### src/rtl/if_stage.sv
// if_stage: instruction-fetch stage.
// Owns the PC, drives the combinational instruction ROM (rom_ce/rom_addr) and
// captures the returned word into the IF/ID pipeline register. Handles stall,
// flush (exception redirect) and branch redirect.
// Optional feature: define IF_ADDR_CHK_EN to flag misaligned fetch addresses
// on id_addr_err. When undefined, id_addr_err is tied low and pc[1:0] is
// ignored.
module if_stage #(
  parameter int                ADDR_W   = 32,
  parameter int                INST_W   = 32,
  parameter logic [ADDR_W-1:0] RESET_PC = {ADDR_W{1'b0}}
) (
  input  logic              clk,
  input  logic              rst_n,
  input  logic              stall_if,
  input  logic              stall_id,
  input  logic              flush,
  input  logic [ADDR_W-1:0] flush_pc,
  input  logic              branch_flag,
  input  logic [ADDR_W-1:0] branch_target,
  output logic              rom_ce,
  output logic [ADDR_W-1:0] rom_addr,
  input  logic [INST_W-1:0] rom_inst,
  output logic [ADDR_W-1:0] id_pc,
  output logic [INST_W-1:0] id_inst,
  output logic              id_valid,
  output logic              id_addr_err
);

  localparam logic [ADDR_W-1:0] PC_STEP = ADDR_W'(3'd4);

  logic              rom_ce_r;
  logic [ADDR_W-1:0] pc_r;
  logic [ADDR_W-1:0] next_pc_s;

  logic [ADDR_W-1:0] id_pc_r;
  logic [INST_W-1:0] id_inst_r;
  logic              id_valid_r;
  logic              id_addr_err_r;

  logic [ADDR_W-1:0] id_pc_s;
  logic [INST_W-1:0] id_inst_s;
  logic              id_valid_s;
  logic              id_addr_err_s;
  logic              misaligned_s;

  assign rom_ce   = rom_ce_r;
  assign rom_addr = pc_r;
  assign id_pc    = id_pc_r;
  assign id_inst  = id_inst_r;
  assign id_valid = id_valid_r;

`ifdef IF_ADDR_CHK_EN
  assign misaligned_s = (pc_r[1:0] != 2'b00);
  assign id_addr_err  = id_addr_err_r;
`else
  // Without the check the ROM indexes addr[..:2], so low bits are don't-care.
  assign misaligned_s = 1'b0;
  assign id_addr_err  = 1'b0;
`endif

  // ROM enable: low in reset, rises on the first edge after release and stays high.
  always_ff @(posedge clk or negedge rst_n) begin
    if (!rst_n) begin
      rom_ce_r <= 1'b0;
    end else begin
      rom_ce_r <= 1'b1;
    end
  end

  // Next-PC selection: restart, flush, stall hold, branch, sequential.
  always_comb begin
    next_pc_s = pc_r + PC_STEP;
    if (!rom_ce_r) begin
      // First enabled cycle fetches from RESET_PC.
      next_pc_s = RESET_PC;
    end else if (flush) begin
      next_pc_s = flush_pc;
    end else if (stall_if) begin
      // A pending branch is deliberately ignored here; its source holds it.
      next_pc_s = pc_r;
    end else if (branch_flag) begin
      next_pc_s = branch_target;
    end else begin
      next_pc_s = pc_r + PC_STEP;
    end
  end

  // Program counter register.
  always_ff @(posedge clk or negedge rst_n) begin
    if (!rst_n) begin
      pc_r <= RESET_PC;
    end else begin
      pc_r <= next_pc_s;
    end
  end

  // IF/ID next value: flush bubble, stall bubble, decode hold, or capture.
  always_comb begin
    id_pc_s       = id_pc_r;
    id_inst_s     = id_inst_r;
    id_valid_s    = id_valid_r;
    id_addr_err_s = id_addr_err_r;
    if (flush) begin
      id_pc_s       = {ADDR_W{1'b0}};
      id_inst_s     = {INST_W{1'b0}};
      id_valid_s    = 1'b0;
      id_addr_err_s = 1'b0;
    end else if (stall_if && !stall_id) begin
      // Fetch is held but decode moves on: feed it a bubble.
      id_pc_s       = {ADDR_W{1'b0}};
      id_inst_s     = {INST_W{1'b0}};
      id_valid_s    = 1'b0;
      id_addr_err_s = 1'b0;
    end else if (stall_id) begin
      id_pc_s       = id_pc_r;
      id_inst_s     = id_inst_r;
      id_valid_s    = id_valid_r;
      id_addr_err_s = id_addr_err_r;
    end else begin
      id_pc_s    = pc_r;
      id_valid_s = rom_ce_r;
      if (rom_ce_r && misaligned_s) begin
        // Misaligned fetch: keep the real PC for the exception, drop the word.
        id_inst_s     = {INST_W{1'b0}};
        id_addr_err_s = 1'b1;
      end else if (rom_ce_r) begin
        id_inst_s     = rom_inst;
        id_addr_err_s = 1'b0;
      end else begin
        // ROM disabled: whatever is on rom_inst is not a real instruction.
        id_inst_s     = {INST_W{1'b0}};
        id_addr_err_s = 1'b0;
      end
    end
  end

  // IF/ID pipeline register.
  always_ff @(posedge clk or negedge rst_n) begin
    if (!rst_n) begin
      id_pc_r       <= {ADDR_W{1'b0}};
      id_inst_r     <= {INST_W{1'b0}};
      id_valid_r    <= 1'b0;
      id_addr_err_r <= 1'b0;
    end else begin
      id_pc_r       <= id_pc_s;
      id_inst_r     <= id_inst_s;
      id_valid_r    <= id_valid_s;
      id_addr_err_r <= id_addr_err_s;
    end
  end

endmodule

### config.mk
export PLATFORM = sky130hd
export DESIGN_NAME = if_stage
export DESIGN_NICKNAME = d
export VERILOG_FILES = /design/src/rtl/if_stage.sv
export SDC_FILE = /design/constraint.sdc
export NUM_CORES = 1
export LEC_CHECK = 0
export CAP_MARGIN = 0
export CORE_ASPECT_RATIO = 0.8
export CORE_MARGIN = 10
export CORE_UTILIZATION = 43
export DETAILED_ROUTE_END_ITERATION = 12
export PLACE_DENSITY_LB_ADDON = 0.3
export SLEW_MARGIN = 20
export SYNTH_ARGS = -nofsm -noshare
export SYNTH_HDL_FRONTEND = slang
export SYNTH_SLANG_ARGS = --single-unit
### constraint.sdc
create_clock -name clk -period 2.33 [get_ports clk]
set_input_delay 0.466 -clock clk [delete_from_list [all_inputs] [get_ports clk]]
set_output_delay 0.466 -clock clk [all_outputs]
set_load 0.01 [all_outputs]
; ---- Word level (Yosys, flattened, before mapping)
; Cells that the tools add are included.
; W data, S select, Z words.
[op_classes]
muxes = 14
n_reduce_logical = 2
n_addsub = 1
eq_ne = 2
[op_table]
columns = op, n
row1 = $mux W32, 11
row2 = $add A32 B3 Y32 const B, 1
row3 = $mux W1, 3
row4 = $ne A3 B1 Y1 const B, 1
row5 = $ne A3 B3 Y1 const B, 1
row6 = $logic_and A1 B1 Y1, 1
row7 = $logic_not A1 Y1, 1
[totals]
input_bits = 102
out_inout_bits = 99
ff_bits = 98

; ---- Depth between registers and ports, before layout
; Gate-level depths: netlist (run 1).
[logic_depth]
ltp_word = 5
depth_mapped = 7

; ---- Least setup slack after synthesis (run 1)
; Ideal clock, no wire load.
[synth_path]
path_kind = register -> register
from = register pc_r[18], in the netlist rom_addr[18]
to = register pc_r[31], in the netlist rom_addr[31]
synth_period_minus_slack_ps = 1973
required_ps = 2194
setup_time_ps = 136
path_slack_ps = 357
stages_incl_launch_ff = 8
t_arrival_ps = 1837
path_cell_list = dfrtp_1 > buf_2 > nand3_2 > or4_4 > buf_6 > o31a_1 > o211ai_1 > a21oi_1
[synth_between]
elab_chain_cells = 5
[synth_rtl]
columns = item, line
row1 = "start, declared", 33  ; logic [ADDR_W-1:0] pc_r;
row2 = "start signal, assigned", 94  ; pc_r <= next_pc_s;
row3 = $add A32 B3 Y32, 85  ; next_pc_s = pc_r + PC_STEP;
row4 = $mux W32, 82  ; end else if (branch_flag) begin
row5 = $mux W32, 79  ; end else if (stall_if) begin
row6 = $mux W32, 77  ; end else if (flush) begin
row7 = $mux W32, 74  ; if (!rom_ce_r) begin
; Every way passes these cells. The select of a mux whose other input is x is not followed.
; A chain may end at the register's enable or synchronous reset.

; ---- Final worst setup path (run 1)
[layout_path]
from = register pc_r[3], in the netlist rom_addr[3]
to = register pc_r[18], in the netlist rom_addr[18]
; Same word-level chain as after synthesis.

==> results of run 1 <==
## worst max-delay path by stage
stage / from / endpoint / slack [ns] / cells past startpoint
after floorplan: rom_addr[18] / rom_addr[31] / 0.36 / 7
after global placement: flush / rom_addr[30] / 0.11 / 7
after detailed placement: flush / rom_addr[30] / 0.09 / 7
after CTS: rom_addr[3] / rom_addr[26] / 0.31 / 6
after global routing: rom_addr[3] / rom_addr[26] / 0.12 / 6
final: rom_addr[3] / rom_addr[18] / 0.27 / 6
## state kept, by name, indices dropped and copies added, names as in the netlist
name / count
rom_ce: 1
rom_addr: 32
id_pc: 32
id_valid: 1
id_inst: 32
## synthesized netlist by cell type (2+ instances only)
library cell                instances
sky130_fd_sc_hd__and2_1             2
sky130_fd_sc_hd__clkbuf_1          28
sky130_fd_sc_hd__a22oi_1            4
sky130_fd_sc_hd__conb_1             2
sky130_fd_sc_hd__o311a_1            4
sky130_fd_sc_hd__mux2i_1            6
sky130_fd_sc_hd__o21a_1            12
sky130_fd_sc_hd__nand4b_1           3
sky130_fd_sc_hd__o31a_1             2
sky130_fd_sc_hd__o21ai_0           32
sky130_fd_sc_hd__nor2_1            25
sky130_fd_sc_hd__o211ai_1           6
sky130_fd_sc_hd__clkinv_1           2
sky130_fd_sc_hd__nand2_1           38
sky130_fd_sc_hd__a22o_1            65
sky130_fd_sc_hd__xor2_1             3
sky130_fd_sc_hd__a31oi_1            5
sky130_fd_sc_hd__nand4_1           11
sky130_fd_sc_hd__nand2b_1           6
sky130_fd_sc_hd__a221o_1            2
sky130_fd_sc_hd__and3_1             5
sky130_fd_sc_hd__a32oi_1            2
sky130_fd_sc_hd__buf_2              6
sky130_fd_sc_hd__a2bb2oi_1          2
sky130_fd_sc_hd__o22ai_1            6
sky130_fd_sc_hd__nor4_1             5
sky130_fd_sc_hd__and4_1             4
sky130_fd_sc_hd__nor2b_1            4
sky130_fd_sc_hd__o211a_1            2
sky130_fd_sc_hd__o31ai_1            4
sky130_fd_sc_hd__dfrtp_1           98
sky130_fd_sc_hd__buf_1              6
sky130_fd_sc_hd__nor3_1             9
sky130_fd_sc_hd__a21oi_1           22
sky130_fd_sc_hd__inv_1              4
sky130_fd_sc_hd__nand3_1           19
sky130_fd_sc_hd__a211oi_1          11
## final cells by class
type / instances / area (sq um) / share of cell area
clock buffers: 10 / 239 / 0.0320
inverters: 6 / 22.5 / 0.00302
repair buffers: 233 / 2280 / 0.306
well taps: 144 / 180 / 0.0242
multi-input cells: 340 / 2220 / 0.298
flip-flops and latches: 98 / 2450 / 0.329
clock inverters: 6 / 57.6 / 0.00772
## placed cells by master (no fill, tap or decap), types with 6 or more instances in the layout
cell                              count
sky130_fd_sc_hd__mux2i_1              6
sky130_fd_sc_hd__nand3_1             19
sky130_fd_sc_hd__nand4_1             11
sky130_fd_sc_hd__a211oi_1            11
sky130_fd_sc_hd__a22o_1              65
sky130_fd_sc_hd__dfrtp_1             98
sky130_fd_sc_hd__buf_4               32
sky130_fd_sc_hd__clkbuf_16            9
sky130_fd_sc_hd__nor2_1              25
sky130_fd_sc_hd__a21oi_1             22
sky130_fd_sc_hd__nor3_1               8
sky130_fd_sc_hd__nand2_1             38
sky130_fd_sc_hd__clkdlybuf4s50_1    198
sky130_fd_sc_hd__o21a_1              12
sky130_fd_sc_hd__o21ai_0             32
sky130_fd_sc_hd__nand2b_1             6
sky130_fd_sc_hd__o211ai_1             6
sky130_fd_sc_hd__o22ai_1              6
## cell families after synthesis
| family | synth area share |
|---|---|
| adders and majority gates | 0.00257 |
| DFF | 0.504 |
| muxes | 0.0147 |
| other | 0.00154 |
| and+or+nand+nor | 0.145 |
| xor gates and xnor gates | 0.00720 |
| AOI/OAI and AO/OA | 0.283 |
| buffers and inverters | 0.0419 |
## metal layers
metal / up-vias / GRT usage / share of wire
met4: 0 / 0.0486 / 0.015
met3: 28 / 0.0643 / 0.10
li1: 2253 / - / -
met5: - / 0 / 0
met1: 2468 / 0.292 / 0.42
met2: 303 / 0.353 / 0.46
## worst max-delay path, delay by kind of cell (launching register included)
kind,cells,cell delay (ns)
compound gates,2,0.38
fa+ha+maj,1,0.26
flops,1,0.48
simple gates,3,0.79
## stage by stage
stage / total power, mW / setup WS (ns) / cell area (sq um) / util / cells
floorplan: 2.16 / 0.357 / 4870 / - / 487
global placement: 2.65 / 0.110 / 7160 / 0.652 / 821
detailed placement: 2.67 / 0.0875 / 7160 / 0.652 / 821
CTS: 4.14 / 0.309 / 7460 / 0.679 / 837
global route: 4.29 / 0.123 / 7460 / 0.679 / 837
finish: 4.11 / 0.271 / 7460 / 0.679 / 837
## power by group
| part | switching (mW) | total, mW | internal (mW) |
|---|---|---|---|
| clock | 0.694 | 1.47 | 0.779 |
| combinational | 0.351 | 0.774 | 0.423 |
| sequential | 0.0948 | 1.87 | 1.77 |
| total | 1.14 | 4.11 | 2.97 |
==> impl_summary.md, run 1 <==
Clock tree
The quantity of gates resized following cts is 0. CTS placed an instance of sky130_fd_sc_hd__clkbuf_16 at the clock tree root. The H-tree generated during clock tree synthesis spans 3 levels.

The count of hold-fix buffers inserted at cts is 0. In this run, CTS created clock tree buffers numbering 9. The TritonCTS clock tree is built. The clock passes through at most 2 buffers. The clock-pin slew on the worst setup and hold paths is 0.07 ns.

At the later pin of the worst-skew pair, clock insertion delay measures 0.34 ns. The number of setup buffers added after CTS is 0. Clock tree synthesis found a total of 98 sinks.

Placed design
The HPWL reported at the end of detailed placement is 13700 microns. The number of port buffers is 199. The weighted congestion reported at the end of routability-driven placement is 0.956.

Logic synthesis
Yosys attributes the largest share of cell area to sky130_fd_sc_hd__dfrtp_1, sky130_fd_sc_hd__a22o_1, sky130_fd_sc_hd__o21ai_0, sky130_fd_sc_hd__nand2_1, sky130_fd_sc_hd__a21oi_1. The proportion of register bits with asynchronous set or reset after synthesis is 1.00. In this run the mean area of a mapped cell was 9.99 sq um. The largest total area in the synthesized netlist belongs to sky130_fd_sc_hd__dfrtp_1.

In the synthesized netlist the dominant register cell turns out to be sky130_fd_sc_hd__dfrtp_1. The part of the Yosys area used for sequential elements is 0.504. In this run, synthesis inferred 0 flip-flops with an integrated enable.

Of the post-synthesis cell area, the dominant cell type holds 0.504. The post-synth net total is 590. The mapped netlist covers 4870 sq um.

The register bit total from synthesis is 98. The synthesized instance count is 487. The number of library cell types mapped by synthesis is 57.

The Yosys step of the flow raised 0 warnings.

Routing
The routed wirelength normalized by instance count is 21.6 microns. The total number of vias is 5052. The number of violations reported at the end of detailed-routing iteration 0 is 421. The final wirelength is 18100 microns.

The number of vias per cell after detailed routing is 6.04. Before antenna repair, the detailed router went through 5 iterations. Once detail routing completed, the nets flagged for antenna violations numbered 0.

The number of DRC violations after detailed routing is 0.

Timing
The worst setup skew after layout is 0.00585 ns. Setup repair after global routing left no endpoint under its margin. The final-report hold violation count came to 0.

The slew of the pin with the lowest slew margin is 0.731 ns. The final sum of negative setup slack is 0 ns. Subtracting the final worst setup slack from the clock period gives 2.06 ns.

The normalized max-slew margin is 0.512. The worst hold slack is 0.117 ns. The achievable frequency is 486 MHz. In the finished design, the share of the clock period the worst path needs comes to 0.884. The number of setup violations in the final report is 0. The max-slew violation count is 0.

Critical path
For flop-to-flop paths, the worst setup slack is 0.27 ns. The slowest stage of the critical path is the sky130_fd_sc_hd__dfrtp_1 cell. The number of cells on the worst reg-to-reg path is 6. The critical path goes through ha_1, and3_1, nand4_1, o21a_1, nor3_1, o22ai_1. STA classifies the critical path endpoint as a register. In this run the critical register-to-register path is captured at rom_addr[18]. The worst register-to-register path begins at rom_addr[3].

The required time at the endpoint of the critical path is 2.54 ns. Along the worst path, the maximum fanout reaches 7. Data arrives at the worst endpoint at 2.27 ns. In this design, the stage delay of the slowest critical-path cell is 0.48 ns. The worst setup path category is register to register.

The critical path startpoint category is a register.

Hold path
The worst hold path belongs to the class primary input to asynchronous set/reset pin.

GRT
For this run the aggregate overflow at the end of global routing stands at 0. The number of global-route vias before repair is 5055. The combined global-route utilization of all metal layers is 0.221. The number of antenna violations at the first check in global routing is 0. The global-route wire length before repair is 29000 microns. The pin count of the biggest net entering global routing is 46.

Floorplan
For this design the top-level I/O count stands at 201. The floorplan core area is 11000 sq um. The row count is 34. The total die area is 16000 sq um. The die extent in y is 115 microns.

The overall die width is 139 microns. For this configuration, the core starts out at a cell density of 0.443.

Finish
The number of nets in the layout is 791. The filler cells instantiated in the layout total 844. Relative to the synthesized area, the layout overhead comes to 53.2%. The repair_antennas step left the layout with diodes totalling 0. The share of cells above drive strength 1 is 0.0837.

Power
For this design the static power due to leakage is 3.15 nW. For this design the ratio of total power to cell area is 552 nW/um^2. The maximum VDD drop is 0.000345 V.

Outcome
The flow ran to the end, and the final reports show no timing, DRC or antenna violations.

Flow run
The total of max-cap violations is 0.
Note: power is estimated with default switching activity, not from simulation.
==> run 2: changes to the inputs <==
- clock period: 2.33 -> 2.31 ns (I/O delays scaled with it)
==> impl_summary.md, run 2 (synthesis gave the netlist of run 1 again) <==
Timing
The number of setup violations in the final report is 0 (unchanged). The max-slew violation count came to 0 (unchanged). The normalized max-slew margin is 0.597 (was 0.512).

The final-report hold violation count came to 0 (unchanged). The share of the cycle needed by the critical path after routing came to 0.917 (was 0.884). Setup repair after global routing missed its margin: false (unchanged). The final critical-path required period is 2.12 ns (was 2.06 ns). The final sum of negative setup slack is 0 ns (unchanged). The worst setup skew after layout was 0.00481 ns (was 0.00585 ns). The slew of the pin with the lowest slew margin was 0.605 ns (was 0.731 ns). The achievable frequency was 472 MHz (was 486 MHz).

Floorplan
The die extent in y is 115 microns (unchanged). The row count came to 34 (unchanged). The initial core utilization is 0.443 (unchanged). The top-level port count is 201 (unchanged).

The overall die width is 139 microns (unchanged). The floorplan core area is 11000 sq um (unchanged). The total die area came to 16000 sq um (unchanged).

Routing
The number of vias per cell after detailed routing is 6.01 (was 6.04). The remaining antenna violation count after routing is 0 (unchanged). The first-pass iteration count of the detailed router is 5 (unchanged). The final wirelength is 18200 microns (was 18100 microns). The routed wirelength normalized by instance count is 21.7 microns (was 21.6 microns).

The number of DRC violations after detailed routing was 0 (unchanged). The total number of vias is 5045 (was 5052). The number of violations reported at the end of detailed-routing iteration 0 is 498 (was 421).

Finish
The number of nets in the layout is 793 (was 791). The fill cell total of the finished layout came to 854 (was 844). The share of cells above drive strength 1 came to 0.0863 (was 0.0837). The growth of design area from synthesis to finish is 53.5% (was 53.2%). The most common cell after layout, fill and taps aside is sky130_fd_sc_hd__clkdlybuf4s50_1 (unchanged).

Most frequent cells in the layout: sky130_fd_sc_hd__clkdlybuf4s50_1, sky130_fd_sc_hd__dfrtp_1, sky130_fd_sc_hd__a22o_1 (unchanged). The number of antenna diodes was 0 (unchanged). The post-layout utilization of the core is 0.681 (was 0.679).

GRT
The global routing's busiest layer is met2 (unchanged). The number of global-route vias before repair is 5050 (was 5055). The number of antenna violations at the first check in global routing is 1 (was 0). The met3 usage is 0.0770 (was 0.0643). The combined global-route utilization of all metal layers is 0.219 (was 0.221). The global-route wire length before repair is 28500 microns (was 29000 microns). The remaining global-route overflow is 0 (unchanged). The met1 layer usage reported by global route was 0.281 (was 0.292). The pin count of the biggest net entering global routing is 50 (was 46). The met2 track demand over resource in global routing was 0.341 (was 0.353).

Power
The leakage dissipation came to 3.16 nW (was 3.15 nW). The maximum VDD drop is 0.000304 V (was 0.000345 V). The ratio of total power to cell area is 556 nW/um^2 (was 552 nW/um^2).

Placed design
The weighted congestion reported at the end of routability-driven placement is 0.932 (was 0.956). The HPWL reported at the end of detailed placement is 13700 microns (about the same). The number of port buffers is 199 (unchanged).

Critical path
Worst-path cell chain: ha_1, and3_1, nand4_1, o21a_1, nor3_1, o22ai_1 (unchanged). The cell with the largest stage delay on the worst path is sky130_fd_sc_hd__dfrtp_1 (unchanged). The worst setup path category is register to register (unchanged).

The data arrival time of the critical path is 2.32 ns (was 2.27 ns). The number of cells on the worst reg-to-reg path is 6 (unchanged). The kind of capture point of the worst setup path is a register (unchanged). The required time at the endpoint of the critical path is 2.51 ns (was 2.54 ns).

The endpoint of the lowest-slack register-to-register path is rom_addr[18] (unchanged). The delay contributed by the slowest stage of the critical path was 0.46 ns (was 0.48 ns). The reg-to-reg setup timing slack is 0.19 ns (was 0.27 ns). The launching point of the worst reg2reg path is rom_addr[3] (unchanged).

The highest fanout seen on the critical path was 7 (unchanged). The critical path startpoint category was a register (unchanged).

Clock tree
The count of hold-fix buffers inserted at cts is 0 (unchanged). The number of setup buffers added after CTS is 0 (unchanged). The maximum number of buffers from clock root to sink is 2 (unchanged).

The quantity of gates resized following cts is 0 (unchanged). The latest clock arrival within the worst-skew pair was 0.35 ns (was 0.34 ns). The clock-pin slew on the worst setup and hold paths was 0.07 ns (about the same).

The count of H-tree levels built during CTS came to 3 (unchanged). The clock buffer count from CTS is 9 (unchanged). The TritonCTS clock tree is built (unchanged). The clock root buffer master is sky130_fd_sc_hd__clkbuf_16 (unchanged). The number of sinks on the clock net was 98 (unchanged).

Outcome
Outcome: completed (unchanged).

Hold path
The path category of the worst min-delay check is primary input to asynchronous set/reset pin (unchanged).

Flow run
The total of max-cap violations is 0 (unchanged).
==> run 2: cell types whose count changed in the layout (fill, tap and decap cells not counted), sizes merged <==
cell and delta:
clkinv -1, inv +1, buf +2
==> run 2: where the power goes <==
part | leakage, nW | internal [mW] | switching (mW)
combinational | 1.68 | 0.429 | 0.356
clock | 0.146 | 0.783 | 0.697
sequential | 1.33 | 1.79 | 0.0982
total | 3.16 | 3.00 | 1.15
==> run 2: final cells by class <==
cell class | count | area (sq um) | share of cell area
sequential | 98 | 2450 | 0.328
timing repair buffer | 235 | 2300 | 0.308
multi-input combinational | 340 | 2220 | 0.298
clock buffer | 10 | 239 | 0.0320
tap | 144 | 180 | 0.0241
clock inverter | 6 | 55.1 | 0.00737
inverter | 6 | 22.5 | 0.00302
==> run 2: routing by layer <==
metal | vias up | part of all wire
met5 | - | 0.00066
met4 | 2 | 0.021
met3 | 42 | 0.099
met2 | 302 | 0.45
met1 | 2446 | 0.42
li1 | 2253 | -
==> run 2: worst max path at each step <==
stage / endpoint / start / cells after the start / slack (ns)
global placement: rom_addr[30] / flush / 7 / 0.14
detailed placement: id_inst[12] / flush / 5 / 0.08
global route: rom_addr[18] / rom_addr[3] / 6 / 0.08
finish: rom_addr[18] / rom_addr[3] / 6 / 0.19
floorplan: rom_addr[31] / rom_addr[18] / 7 / 0.34
CTS: rom_ce / rom_ce / 1 / 0.23
==> run 2: through the flow <==
stage,hold WS (ns),cell area [sq um],total power [mW],worst slack (ns),cells
after floorplan,0.166,4870,2.18,0.337,487
after global placement,0.460,7180,2.68,0.140,823
after detailed placement,0.474,7180,2.70,0.0803,823
after CTS,0.144,7470,4.18,0.229,839
after global routing,0.175,7470,4.32,0.0798,839
final,0.121,7470,4.15,0.191,839
==> run 2: critical path, delay by kind of cell (launching register included) <==
| family | cells | cell delay [ns] |
|---|---|---|
| flip-flops | 1 | 0.46 |
| AND/OR/NAND/NOR | 3 | 0.84 |
| adder cells (fa/ha/maj) | 1 | 0.26 |
| AO/OA/AOI/OAI | 2 | 0.41 |
